--- src/rtl/uart_tx_arbiter.sv ---
// Round-robin arbiter sharing one UART TX FIFO between NREQ packet sources; packets are never interleaved.
// Optional stall timeout for a granted requester is enabled by defining UART_ARB_TIMEOUT_EN.
module uart_tx_arbiter #(
    parameter int NREQ        = 3,
    parameter int TIMEOUT_CYC = 1000
) (
    input  logic              clk,
    input  logic              rst,
    input  logic [NREQ-1:0]   req,
    input  logic [NREQ*8-1:0] req_data,
    input  logic [NREQ-1:0]   req_last,
    output logic [NREQ-1:0]   ack,
    output logic [NREQ-1:0]   grant,
    input  logic              tx_full,
    output logic              wr_uart,
    output logic [7:0]        w_data,
    output logic              busy,
    output logic              abort
);

    localparam int IW = (NREQ > 1) ? $clog2(NREQ) : 1;

    localparam logic [1:0] S_IDLE = 2'd0;
    localparam logic [1:0] S_SEND = 2'd1;
    localparam logic [1:0] S_DONE = 2'd2;

    logic [1:0]      state;
    logic [IW-1:0]   last_grant;
    logic [IW-1:0]   grant_idx;
    logic [IW-1:0]   sel_idx;
    logic [NREQ-1:0] sel_onehot;
    logic            sel_valid;
    logic            cur_req;
    logic            cur_last;
    logic [7:0]      cur_data;

    // Out-of-range parameters elaborate this empty marker block.
    if (NREQ < 2 || NREQ > 8 || TIMEOUT_CYC < 2) begin : g_param_range_violation
    end

    // Round robin: scan requesters above last_grant first, then wrap to the bottom.
    always_comb begin
        sel_idx    = last_grant;
        sel_valid  = 1'b0;
        sel_onehot = '0;
        for (int i = 0; i < NREQ; i++) begin
            if (!sel_valid && req[i] && (IW'(i) > last_grant)) begin
                sel_idx   = IW'(i);
                sel_valid = 1'b1;
            end
        end
        for (int i = 0; i < NREQ; i++) begin
            if (!sel_valid && req[i] && (IW'(i) <= last_grant)) begin
                sel_idx   = IW'(i);
                sel_valid = 1'b1;
            end
        end
        for (int i = 0; i < NREQ; i++) begin
            if (sel_idx == IW'(i)) begin
                sel_onehot[i] = 1'b1;
            end
        end
    end

    always_comb begin
        cur_req  = 1'b0;
        cur_last = 1'b0;
        cur_data = 8'h00;
        for (int i = 0; i < NREQ; i++) begin
            if (grant_idx == IW'(i)) begin
                cur_req  = req[i];
                cur_last = req_last[i];
                cur_data = req_data[i*8 +: 8];
            end
        end
    end

`ifdef UART_ARB_TIMEOUT_EN
    localparam int CW = $clog2(TIMEOUT_CYC + 1);
    logic [CW-1:0] stall_cnt;
`else
    assign abort = 1'b0;
`endif

    always_ff @(posedge clk or negedge rst) begin
        if (!rst) begin
            state      <= S_IDLE;
            last_grant <= IW'(NREQ - 1);
            grant_idx  <= '0;
            grant      <= '0;
            ack        <= '0;
            wr_uart    <= 1'b0;
            w_data     <= 8'h00;
            busy       <= 1'b0;
`ifdef UART_ARB_TIMEOUT_EN
            abort      <= 1'b0;
            stall_cnt  <= '0;
`endif
        end else begin
            ack     <= '0;
            wr_uart <= 1'b0;
`ifdef UART_ARB_TIMEOUT_EN
            abort   <= 1'b0;
`endif
            case (state)
                S_IDLE: begin
`ifdef UART_ARB_TIMEOUT_EN
                    stall_cnt <= '0;
`endif
                    if (sel_valid) begin
                        grant     <= sel_onehot;
                        grant_idx <= sel_idx;
                        busy      <= 1'b1;
                        state     <= S_SEND;
                    end
                end
                S_SEND: begin
                    // A write just issued blocks the next cycle so the requester can advance.
                    if (cur_req && !tx_full && !wr_uart) begin
                        wr_uart <= 1'b1;
                        w_data  <= cur_data;
                        ack     <= grant;
                        if (cur_last) begin
                            state <= S_DONE;
                        end
                    end
`ifdef UART_ARB_TIMEOUT_EN
                    if (cur_req) begin
                        stall_cnt <= '0;
                    end else if (stall_cnt == CW'(TIMEOUT_CYC - 1)) begin
                        abort      <= 1'b1;
                        grant      <= '0;
                        busy       <= 1'b0;
                        last_grant <= grant_idx;
                        stall_cnt  <= '0;
                        state      <= S_IDLE;
                    end else begin
                        stall_cnt <= stall_cnt + 1'b1;
                    end
`endif
                end
                S_DONE: begin
                    last_grant <= grant_idx;
                    grant      <= '0;
                    busy       <= 1'b0;
                    state      <= S_IDLE;
                end
                default: begin
                    state <= S_IDLE;
                end
            endcase
        end
    end

endmodule
--- config.mk ---
export PLATFORM = sky130hd
export DESIGN_NAME = uart_tx_arbiter
export DESIGN_NICKNAME = d
export VERILOG_FILES = /design/src/rtl/uart_tx_arbiter.sv
export SDC_FILE = /design/constraint.sdc
export NUM_CORES = 1
export LEC_CHECK = 0
export BUFFER_PORTS_ARGS = -buffer_cell sky130_fd_sc_hd__buf_4
export CORE_MARGIN = 3
export CORE_UTILIZATION = 42
export CTS_CLUSTER_DIAMETER = 60
export DETAILED_ROUTE_END_ITERATION = 8
export PLACE_DENSITY = 0.75
export SLEW_MARGIN = 40
export SYNTH_ARGS = -nofsm -noshare
export SYNTH_HDL_FRONTEND = slang
export SYNTH_SLANG_ARGS = --single-unit
--- constraint.sdc ---
create_clock -name clk -period 1.8 [get_ports clk]
set_clock_uncertainty 0.1 [all_clocks]
set_input_delay 0.09 -clock clk [delete_from_list [all_inputs] [get_ports clk]]
set_output_delay 0.09 -clock clk [all_outputs]
set_load 0.01 [all_outputs]
# Word-level counts from Yosys, hierarchy flattened
# Index checks and enable logic that the tools add are counted.
# word_totals
in_bits	33
out_inout_bits	17
elab_cells	87
reg_bits	22
# classes
eq_ne	9
n_lt_le_gt_ge	6
muxes	36
reduce_logical	28
# op_table
cell	count
$mux 8	3
$mux 1	18
$mux 2	9
$logic_and 1x1->1	13
$mux 3	3
$logic_not 1->1	7
$eq 2x1->1 const B	3
$eq 2x2->1 const B	3
$logic_not 2->1	3
$ne 2x2->1 const B	3
$pmux 3 s2	1
$reduce_and 2->1	3
$gt 1x2->1 const A	2
$le 1x2->1 const A	2
$pmux 2 s2	1
$reduce_and 3->1	1
$gt 2x2->1 const A	1
$le 2x2->1 const A	1
$pmux 1 s2	1
$reduce_bool 2->1	1

# Logic depth before layout (Yosys ltp)
# Gate-level depths: netlist of run 1.
# logic_depth
ltp_word	27
ltp_mapped	6
mapped_depth_nobuf	4

# Worst setup path before layout of run 1
# OpenSTA, ideal clock, no wires.
# synth_timing
path_kind	register to register
from	register grant_idx[1]
to	register w_data[0]
arrival_time_ns	1.684
synth_period_minus_slack_ns	1.909
stages_incl_launch_ff	6
setup_slack_ns	-0.109
path_cell_list	dfrtp_1 > nand2b_4 > a211o_1 > nor4b_4 > buf_6 > mux2_4
# synth_between
elab_chain_cells	7
elab_cells_between_ends	12
cone_classes	eq/ne: 2; mux: 6; reduce/logical: 4
# synth_rtl
element	line	rtl
start: declaration	29	logic [IW-1:0] grant_idx;
start signal: assignment	112	grant_idx <= sel_idx;
$logic_not 2->1	70	if (grant_idx == IW'(i)) begin
$mux 1 (3 in a row)	70	
$logic_and 1x1->1 (2 in a row)	119	if (cur_req && !tx_full && !wr_uart) begin
$reduce_and 2->1 (no source line)	--	
end signal: assignment	121	w_data <= cur_data;
end: declaration	16	output logic [7:0] w_data,
# Parallel ways exist; a longest one is shown, timed or not.
# A chain may end at the register's enable or synchronous reset.

# Worst setup path in the final report of run 1
# layout_timing
from	register grant_idx[1]
to	register w_data[3]
# The elaborated chain is that of the path after synthesis.

==> impl_metrics.tcl, run 1 <==
set metrics [dict create \
    drtIter0Drc 27 \
    cp.required_ns 1.92 \
    path_max_fanout 4 \
    setup_tns_ns -0.467 \
    dieHeight_um 58.6 \
    min_period_over_period_pct 105 \
    violations "negative setup slack" \
    final.min_clock_period_ns 1.89 \
    p_per_area_nw_per_um2 1560 \
    cts_sinks 22 \
    cts_tree "yes" \
    status "finished with violations" \
    synth_cell_types 32 \
    via_per_inst 5.17 \
    setup.worst_path.start "grant_idx[1]" \
    post-synth-top-count-cell "dfrtp_1" \
    worstSetupPathType "reg -> reg" \
    first_pass_iters 5 \
    rows 18 \
    whs_ns 0.00271 \
    syn_area_um2 1160 \
    grt_pass1_vias 1023 \
    cp-endpoint "w_data[3]" \
    die_area_um2 3440 \
    clock_path_buffers 2 \
    synthTopCellsByArea "dfrtp_1 45%, mux2i_1 9.5%, mux2_4 6.5%" \
    cp_top_family "flip-flops" \
    cp-end-kind "flop" \
    worst-r2r-cell-count 5 \
    setup_viol 8 \
    dr_total_vias 998 \
    rr_endpoint "w_data[3]" \
    fmax_ghz 0.530 \
    overflow 0 \
    p_leak_nw 0.834 \
    synth_nets 138 \
    hpwl_mm 2.09 \
    hp-class "in -> reg" \
    reg2reg_slack_ns -0.09 \
    rsz0062_at_grt "true" \
    diodes 0 \
    crit_buf_inv 1 \
    critPathArrivalTime_ns 2.00 \
    cts_buffers 3 \
    yosysWarnings 0 \
    die_w_um 58.6 \
    layout-drive-gt1-share_pct 48.5 \
    wl_mm 2.77 \
    drt-wirelength-per-cell_um 14.3 \
    synth_top_area_cell "dfrtp_1" \
    synth.top_cell.area_share_pct 45.2 \
    cp-start-kind "flop" \
    ys_ff_latch 22 \
    insertion_delay_ns 0.32 \
    grt_max_degree 23 \
    clk_pin_slew_ns 0.13 \
    drv_cap 0 \
    ir_drop_uv 1080 \
    synth_edf_count 0 \
    layout_setup_ws_ns -0.0865 \
    drc_errors 0 \
    nets 197 \
    core_um2 2540 \
    hold_viol_final 0 \
    gp_congestion 0.770 \
    slowest_delay_ns 0.43 \
    start_util_pct 45.7 \
    maxSlewViolCount 0 \
    antenna_found_initial 0 \
    path_depth 5 \
    fin_util_pct 66.3 \
    synth_cells 105 \
    synthTopCellsByCount "21 x dfrtp_1, 11 x mux2i_1, 11 x nand2_1" \
    postSynthAreaPerCell_um2 11.1 \
    cpMaxStageDelayCell "dfrtp_1" \
    ys.flop_type "dfrtp_1" \
    synthArstFlopShare_pct 100 \
    fin_cells 193 \
    reg2reg_from "grant_idx[1]" \
    htreeDepth 1 \
    ys_seq_area_share_pct 47.4 \
    numPortBuffers 48 \
    root_buffer "clkbuf_4" \
    placed_cells 187 \
    ant_nets 0 \
    cp_cell_sequence "nand2b_4 -> a211o_1 -> nor4b_4 -> buf_4 -> mux2_2" \
    grt.total_usage_pct 17.1 \
    grt_pass1_wl_mm 4.55 \
    io_pins 50 \
    area_growth_pct 44.9 \
]
==> layout by cell type, fill, tap and decap left out, drive strengths merged <==
cell type    netlist  final
clkbuf             3      3
nor2               6      6
nor3               1      1
conb               1      1
and2b              1      1
o21ai             10     10
nor4b              1      1
a2bb2oi            1      1
and2               4      4
mux2i             11     11
mux2              11     11
nor2b              2      2
nand2             11     11
inv                2      2
or2                1      1
nand2b             3      3
dfstp              1      1
nand3b             1      1
o41ai              1      1
bufinv             0      1
a21oi              2      2
a31o               1      1
a211oi             1      1
dfrtp             21     21
buf                3     58
a211o              1      1
a311oi             1      1
a22o               1      1
dlygate4sd3        0      2
o31ai              2      2
==> layout make-up <==
cell class | count | area [um^2]
clock buffer | 3 | 22.5
sequential | 22 | 552
multi-input combinational | 75 | 574
tap | 30 | 37.5
inverter | 2 | 7.51
timing repair buffer | 60 | 463
clock inverter | 1 | 30.0
fill | 216 | 858
==> routing by layer <==
metal | vias up | part of all wire [%] | GRT usage (%)
li1 | 488 | - | -
met1 | 461 | 43 | 22.4
met2 | 47 | 49 | 29.0
met3 | 2 | 7.2 | 4.82
met4 | 0 | 0.22 | 1.94
met5 | - | 0 | 0
==> flip-flops by register name, indices dropped and copies added, names as in the netlist <==
register	flops
last_grant	2
ack	3
w_data	8
busy	1
state	2
wr_uart	1
grant	3
grant_idx	2
==> report_power, final <==
part / internal, mW / total, mW / switching (mW)
combinational: 0.784 / 1.35 / 0.568
sequential: 0.717 / 0.889 / 0.172
clock: 0.225 / 0.390 / 0.165
total: 1.73 / 2.63 / 0.904
==> how the worst min path moves through the flow <==
stage	slack, ns	cells after the start	start	to
after floorplan	-0.31	0	rst	ack[0]
after global placement	-0.11	1	rst	ack[0]
after detailed placement	-0.11	1	rst	ack[2]
after CTS	0.004	4	req_data[17]	w_data[1]
after global routing	0.007	4	req_data[18]	w_data[2]
final	0.003	4	req_data[17]	w_data[1]
==> timing repair <==
item | CTS | global route
hold endpoints to repair | 23 | 0
gates resized for setup | 0 | 3
pin swaps | 1 | 0
setup buffers | 1 | 0
hold buffers | 2 | 0
setup endpoints to repair | 8 | 11
==> metrics by stage <==
stage	area, um^2	total power [mW]	worst slack, ns
floorplan	1160	1.67	-0.0941
global placement	1600	2.19	-0.0804
detailed placement	1600	2.23	-0.132
CTS	1680	2.63	-0.0932
global route	1690	2.81	-0.213
finish	1690	2.63	-0.0865
==> cells by family (layout without fill, tap and decap cells) <==
logic type,count (synthesis),after routing,share of synthesized area (%)
other,1,1,0.322
DFF,22,22,47.4
buffers and inverters,8,66,3.66
AOI/OAI and AO/OA,21,21,11.6
and+or+nand+nor,31,31,15.3
muxes,22,22,21.7
==> worst reg2reg max path, delay by kind of cell, from the launching register on <==
family / cells / cell delay, ns
AND/OR/NAND/NOR: 2 / 0.43
buffers and inverters: 1 / 0.19
multiplexers: 1 / 0.33
flip-flops: 1 / 0.43
AO/OA/AOI/OAI: 1 / 0.30
Power figures use the tool's default switching activity.
==> run 2: changes to the inputs <==
Settings changed: CORE_MARGIN 3 to 2, TNS_END_PERCENT from default to 30.
==> impl_metrics.tcl, run 2 (synthesis gave the netlist of run 1 again) <==
set metrics [dict create \
    area_growth_pct 44.1 \
    drtIter0Drc 26 \
    insertion_delay_ns 0.30 \
    placed_cells 185 \
    gp_congestion 0.797 \
    grt_pass1_wl_mm 4.82 \
    nets 197 \
    grt_max_degree 23 \
    worst-r2r-cell-count 5 \
    grt_pass1_vias 1058 \
    fmax_ghz 0.543 \
    layout_setup_ws_ns -0.0414 \
    cts_tree "yes" \
    hold_viol_final 0 \
    holdPathEnd "w_data[2]" \
    wl_mm 2.84 \
    path_max_fanout 4 \
    reg2reg_slack_ns -0.04 \
    fin_cells 194 \
    cp-start-kind "flop" \
    antenna_found_initial 0 \
    dr_total_vias 1014 \
    ant_nets 0 \
    drt-wirelength-per-cell_um 14.6 \
    core_um2 2690 \
    critPathArrivalTime_ns 1.94 \
    cts_sinks 22 \
    p_per_area_nw_per_um2 1520 \
    place_area_um2 1580 \
    grt.total_usage_pct 19.2 \
    status "finished with violations" \
    rsz0062_at_grt "true" \
    whs_ns 0.0119 \
    reg2reg_from "grant_idx[1]" \
    die_area_um2 3210 \
    use_met2_pct 35.9 \
    die_w_um 56.6 \
    diodes 0 \
    htreeDepth 1 \
    power.total_mw 2.55 \
    min_period_over_period_pct 102 \
    cp-end-kind "flop" \
    layout_common_cells "58 x buf_4, 21 x dfrtp_1, 11 x mux2i_1, 11 x nand2_1, 10 x o21ai_0" \
    use_met3_pct 2.76 \
    hpwl_mm 2.15 \
    rows 19 \
    layout-drive-gt1-share_pct 49.1 \
    p_leak_nw 0.836 \
    fin_util_pct 62.4 \
    io_pins 50 \
    first_pass_iters 4 \
    ir_drop_uv 977 \
    start_util_pct 43.3 \
    setup_tns_ns -0.123 \
    min_from "req_data[18]" \
    stdcell_area_um2 1680 \
    hp-class "in -> reg" \
    met1_usage_pct 23.1 \
    maxSlewViolCount 0 \
    clock_path_buffers 2 \
    dieHeight_um 56.6 \
    rr_endpoint "w_data[5]" \
    overflow 0 \
    clk_pin_slew_ns 0.13 \
    drc_errors 0 \
    setup_viol 8 \
    root_buffer "clkbuf_4" \
    min_path_cells 4 \
    cts_buffers 3 \
    worstSetupPathType "reg -> reg" \
    via_per_inst 5.23 \
    cp.required_ns 1.90 \
    violations "negative setup slack" \
    largestRegisters "w_data x8, ack x3, grant x3" \
    largest_reg_flops 8 \
    drv_cap 0 \
    top_register "w_data" \
    grt.busiest_layer "met2" \
    layout_commonest_cell "buf_4" \
    numPortBuffers 48 \
    final.min_clock_period_ns 1.84 \
    dp_slack_ns -0.0340 \
]
[run 2: worst max path at each step]
stage	from	end	cells after the start
finish	grant_idx[1]	w_data[5]	5
global route	grant_idx[1]	w_data[5]	5
CTS	grant_idx[1]	w_data[1]	5
detailed placement	grant_idx[1]	w_data[1]	5
global placement	grant_idx[1]	w_data[2]	5
floorplan	grant_idx[1]	w_data[0]	5
[run 2: report_power, final]
part | internal (mW) | switching, mW
clock | 0.123 | 0.149
combinational | 0.810 | 0.581
sequential | 0.717 | 0.173
total | 1.65 | 0.902
[run 2: timing repair]
action | 4_1_cts | 5_1_grt
hold buffers | 1 | 0
hold endpoints to repair | 22 | 0
pin swaps | 0 | 1
resized for setup | 4 | 1
endpoints found under the setup margin | 8 | 8
cloned | 0 | 0
buffers inserted | 1 | 3
[run 2: worst max-delay path: stages (launching register included)]
cell and delay, ns:
dfrtp_1 0.41, nand2b_4 0.14, a211o_1 0.30, nor4b_4 0.30, buf_4 0.20, mux2_4 0.30
[run 2: metal layers]
metal | part of all wire (%) | vias up
li1 | - | 480
met1 | 39 | 503
met3 | 3.9 | 4
met2 | 55 | 27
met4 | 1.7 | 0
met5 | 0 | -
[run 2: layout make-up]
class / count / area (um^2)
timing repair buffer: 60 / 457
multi-input combinational: 75 / 586
tap: 31 / 38.8
clock buffer: 4 / 36.3
sequential: 22 / 552
inverter: 2 / 7.51
fill: 225 / 1010
==> run 3: changes to the inputs <==
Settings changed: ABC_AREA from default to 1, CORE_MARGIN 2 to 4, SLEW_MARGIN 40 to default.
==> impl_metrics.tcl, run 3 <==
set metrics [dict create \
    layout-drive-gt1-share_pct 29.6 \
    drtIter0Drc 34 \
    layout_common_cells "69 x nand2_1, 51 x buf_4, 23 x nand3_1, 21 x dfrtp_1, 15 x inv_1" \
    clk_pin_slew_ns 0.12 \
    final.min_clock_period_ns 1.56 \
    synth_nets 192 \
    grt_pass1_wl_mm 4.93 \
    seqPwrFrac_pct 36.3 \
    area_growth_pct 39.4 \
    ys.flop_type "dfrtp_1" \
    io_pins 50 \
    fmax_ghz 0.642 \
    ant_nets 0 \
    synthTopCellsByCount "69 x nand2_1, 23 x nand3_1, 21 x dfrtp_1" \
    synth-xor-area-share_pct 0 \
    diodes 0 \
    synthMuxAreaShare_pct 0 \
    ys_ff_latch 22 \
    grt.total_usage_pct 17.8 \
    min_period_over_period_pct 86.6 \
    post-synth-top-count-cell "nand2_1" \
    whs_ns 0.0143 \
    cts_buffers 3 \
    largestRegisters "w_data x8, ack x3, grant x3" \
    cts_sinks 22 \
    gp_congestion 0.780 \
    top_register "w_data" \
    cp.required_ns 1.91 \
    clock_path_buffers 2 \
    die_area_um2 3650 \
    synth_cells 159 \
    fillCellCount 232 \
    maxSlewViolCount 0 \
    syn_area_um2 1150 \
    hold_viol_final 0 \
    ys_seq_area_share_pct 47.8 \
    cp-end-kind "flop" \
    grt_pass1_vias 1125 \
    worstSetupPathType "reg -> reg" \
    numPortBuffers 48 \
    rows 18 \
    first_pass_iters 4 \
    via_per_inst 5.01 \
    root_buffer "clkbuf_4" \
    dr_total_vias 1217 \
    p_int_mw 1.34 \
    synth_top_family_by_area "simple AND/OR/NAND/NOR gates" \
    fin_cells 243 \
    yosysWarnings 0 \
    hp-class "in -> reg" \
    status "completed" \
    power.total_mw 2.34 \
    drc_errors 0 \
    start_util_pct 45.3 \
    p_comb_share_pct 52.0 \
    synthArstFlopShare_pct 100 \
    setup_viol 0 \
    yosys.area_share.simple_pct 43.3 \
    nets 247 \
    largest_reg_flops 8 \
    p_sw_mw 0.999 \
    path_max_fanout 13 \
    dieHeight_um 60.4 \
    synth.top_cell.area_share_pct 45.6 \
    layout_setup_ws_ns 0.242 \
    postSynthAreaPerCell_um2 7.26 \
    hpwl_mm 2.46 \
    synthTopCellsByArea "dfrtp_1 46%, nand2_1 22%, nand3_1 10%" \
    synth_compound_area_share_pct 1.74 \
    p_leak_nw 0.926 \
    die_w_um 60.4 \
    core_um2 2540 \
    wl_mm 3.07 \
    placed_cells 237 \
    insertion_delay_ns 0.31 \
    layout_commonest_cell "nand2_1" \
    critPathArrivalTime_ns 1.67 \
    antenna_found_initial 0 \
    synth_top_area_cell "dfrtp_1" \
    htreeDepth 1 \
    setup_tns_ns 0 \
    clockPowerShare_pct 11.7 \
    drv_cap 0 \
    ir_drop_uv 807 \
    synthAdderAreaFrac_pct 0 \
    grt_max_degree 23 \
    p_per_area_nw_per_um2 1450 \
    rsz0062_at_grt "false" \
    synth_cell_types 18 \
    drt-wirelength-per-cell_um 12.6 \
    overflow 0 \
    cts_tree "yes" \
    dp_slack_ns 0.260 \
    cp-start-kind "flop" \
    swShare_pct 42.7 \
    synth_edf_count 0 \
]
[run 3: changes by cell type in the layout (fill, tap and decap cells not counted), sizes merged, moves of 3 or more]
cell	before	now
buf	59	51
inv	2	15
mux2i	11	0
nand3	0	23
mux2	11	0
nand4	0	3
o21ai	10	4
nor2	6	15
and2	4	0
nand2b	3	0
nand2	11	71
[run 3: per-stage QoR]
step | instance area [um^2] | util, %
after floorplan | 1150 | -
after detailed placement | 1550 | 61.0
final | 1610 | 63.2
after CTS | 1610 | 63.2
after global placement | 1550 | 61.0
after global routing | 1610 | 63.2
[run 3: timing repair]
action,CTS,global route
setup buffers,0,0
hold buffers,2,0
resized for setup,0,0
endpoints found under the hold margin,23,0
[run 3: final timing paths]
check,endpoint,start,depth (start not counted),slack (ns)
max,w_data[5],grant_idx[1],8,0.24
min,state[0],req_last[0],4,0.01
max reg2reg,w_data[5],grant_idx[1],8,0.24
min reg2reg,w_data[7],w_data[7],2,0.39
max in group asynchronous,last_grant[1],rst,2,1.24
min in group asynchronous,grant[1],rst,2,0.08
[run 3: critical path, cell delays in order (launching register included)]
cell and delay, ns:
dfrtp_1 0.45, inv_1 0.13, nor2_4 0.08, nand2_1 0.08, nand2_2 0.07, nor2_4 0.24
nand2_4 0.15, nand2_1 0.09, nand2_1 0.06
[run 3: power groups by stage]
stage | Sequential (mW) | Combinational (mW) | Clock (mW)
global route | 0.875 | 1.37 | 0.296
floorplan | 0.899 | 0.685 | 0
CTS | 0.849 | 1.23 | 0.280
global placement | 0.846 | 1.17 | 0
detailed placement | 0.860 | 1.22 | 0
finish | 0.848 | 1.22 | 0.274
[run 3: layout make-up]
type | instances | area (um^2) | share of cell area [%]
Tap cell | 30 | 37.5 | 2.33
Sequential cell | 22 | 552 | 34.3
Clock buffer | 4 | 36.3 | 2.26
Timing Repair Buffer | 53 | 403 | 25.1
Multi-Input combinational cell | 119 | 523 | 32.5
Inverter | 15 | 56.3 | 3.50
[run 3: metal layers]
metal	GRT usage (%)	vias to the layer above	wire length, um
met5	0	-	0
met4	6.50	0	36
met3	2.13	4	249
met2	31.8	48	1590
met1	22.2	560	1190
li1	-	605	-
[run 3: cells by family (layout without fill, tap and decap cells)]
kind of cell,count (synthesis),in the layout
AOI/OAI and AO/OA,4,4
buffers and inverters,18,72
DFF,22,22
other,1,1
and+or+nand+nor,114,114
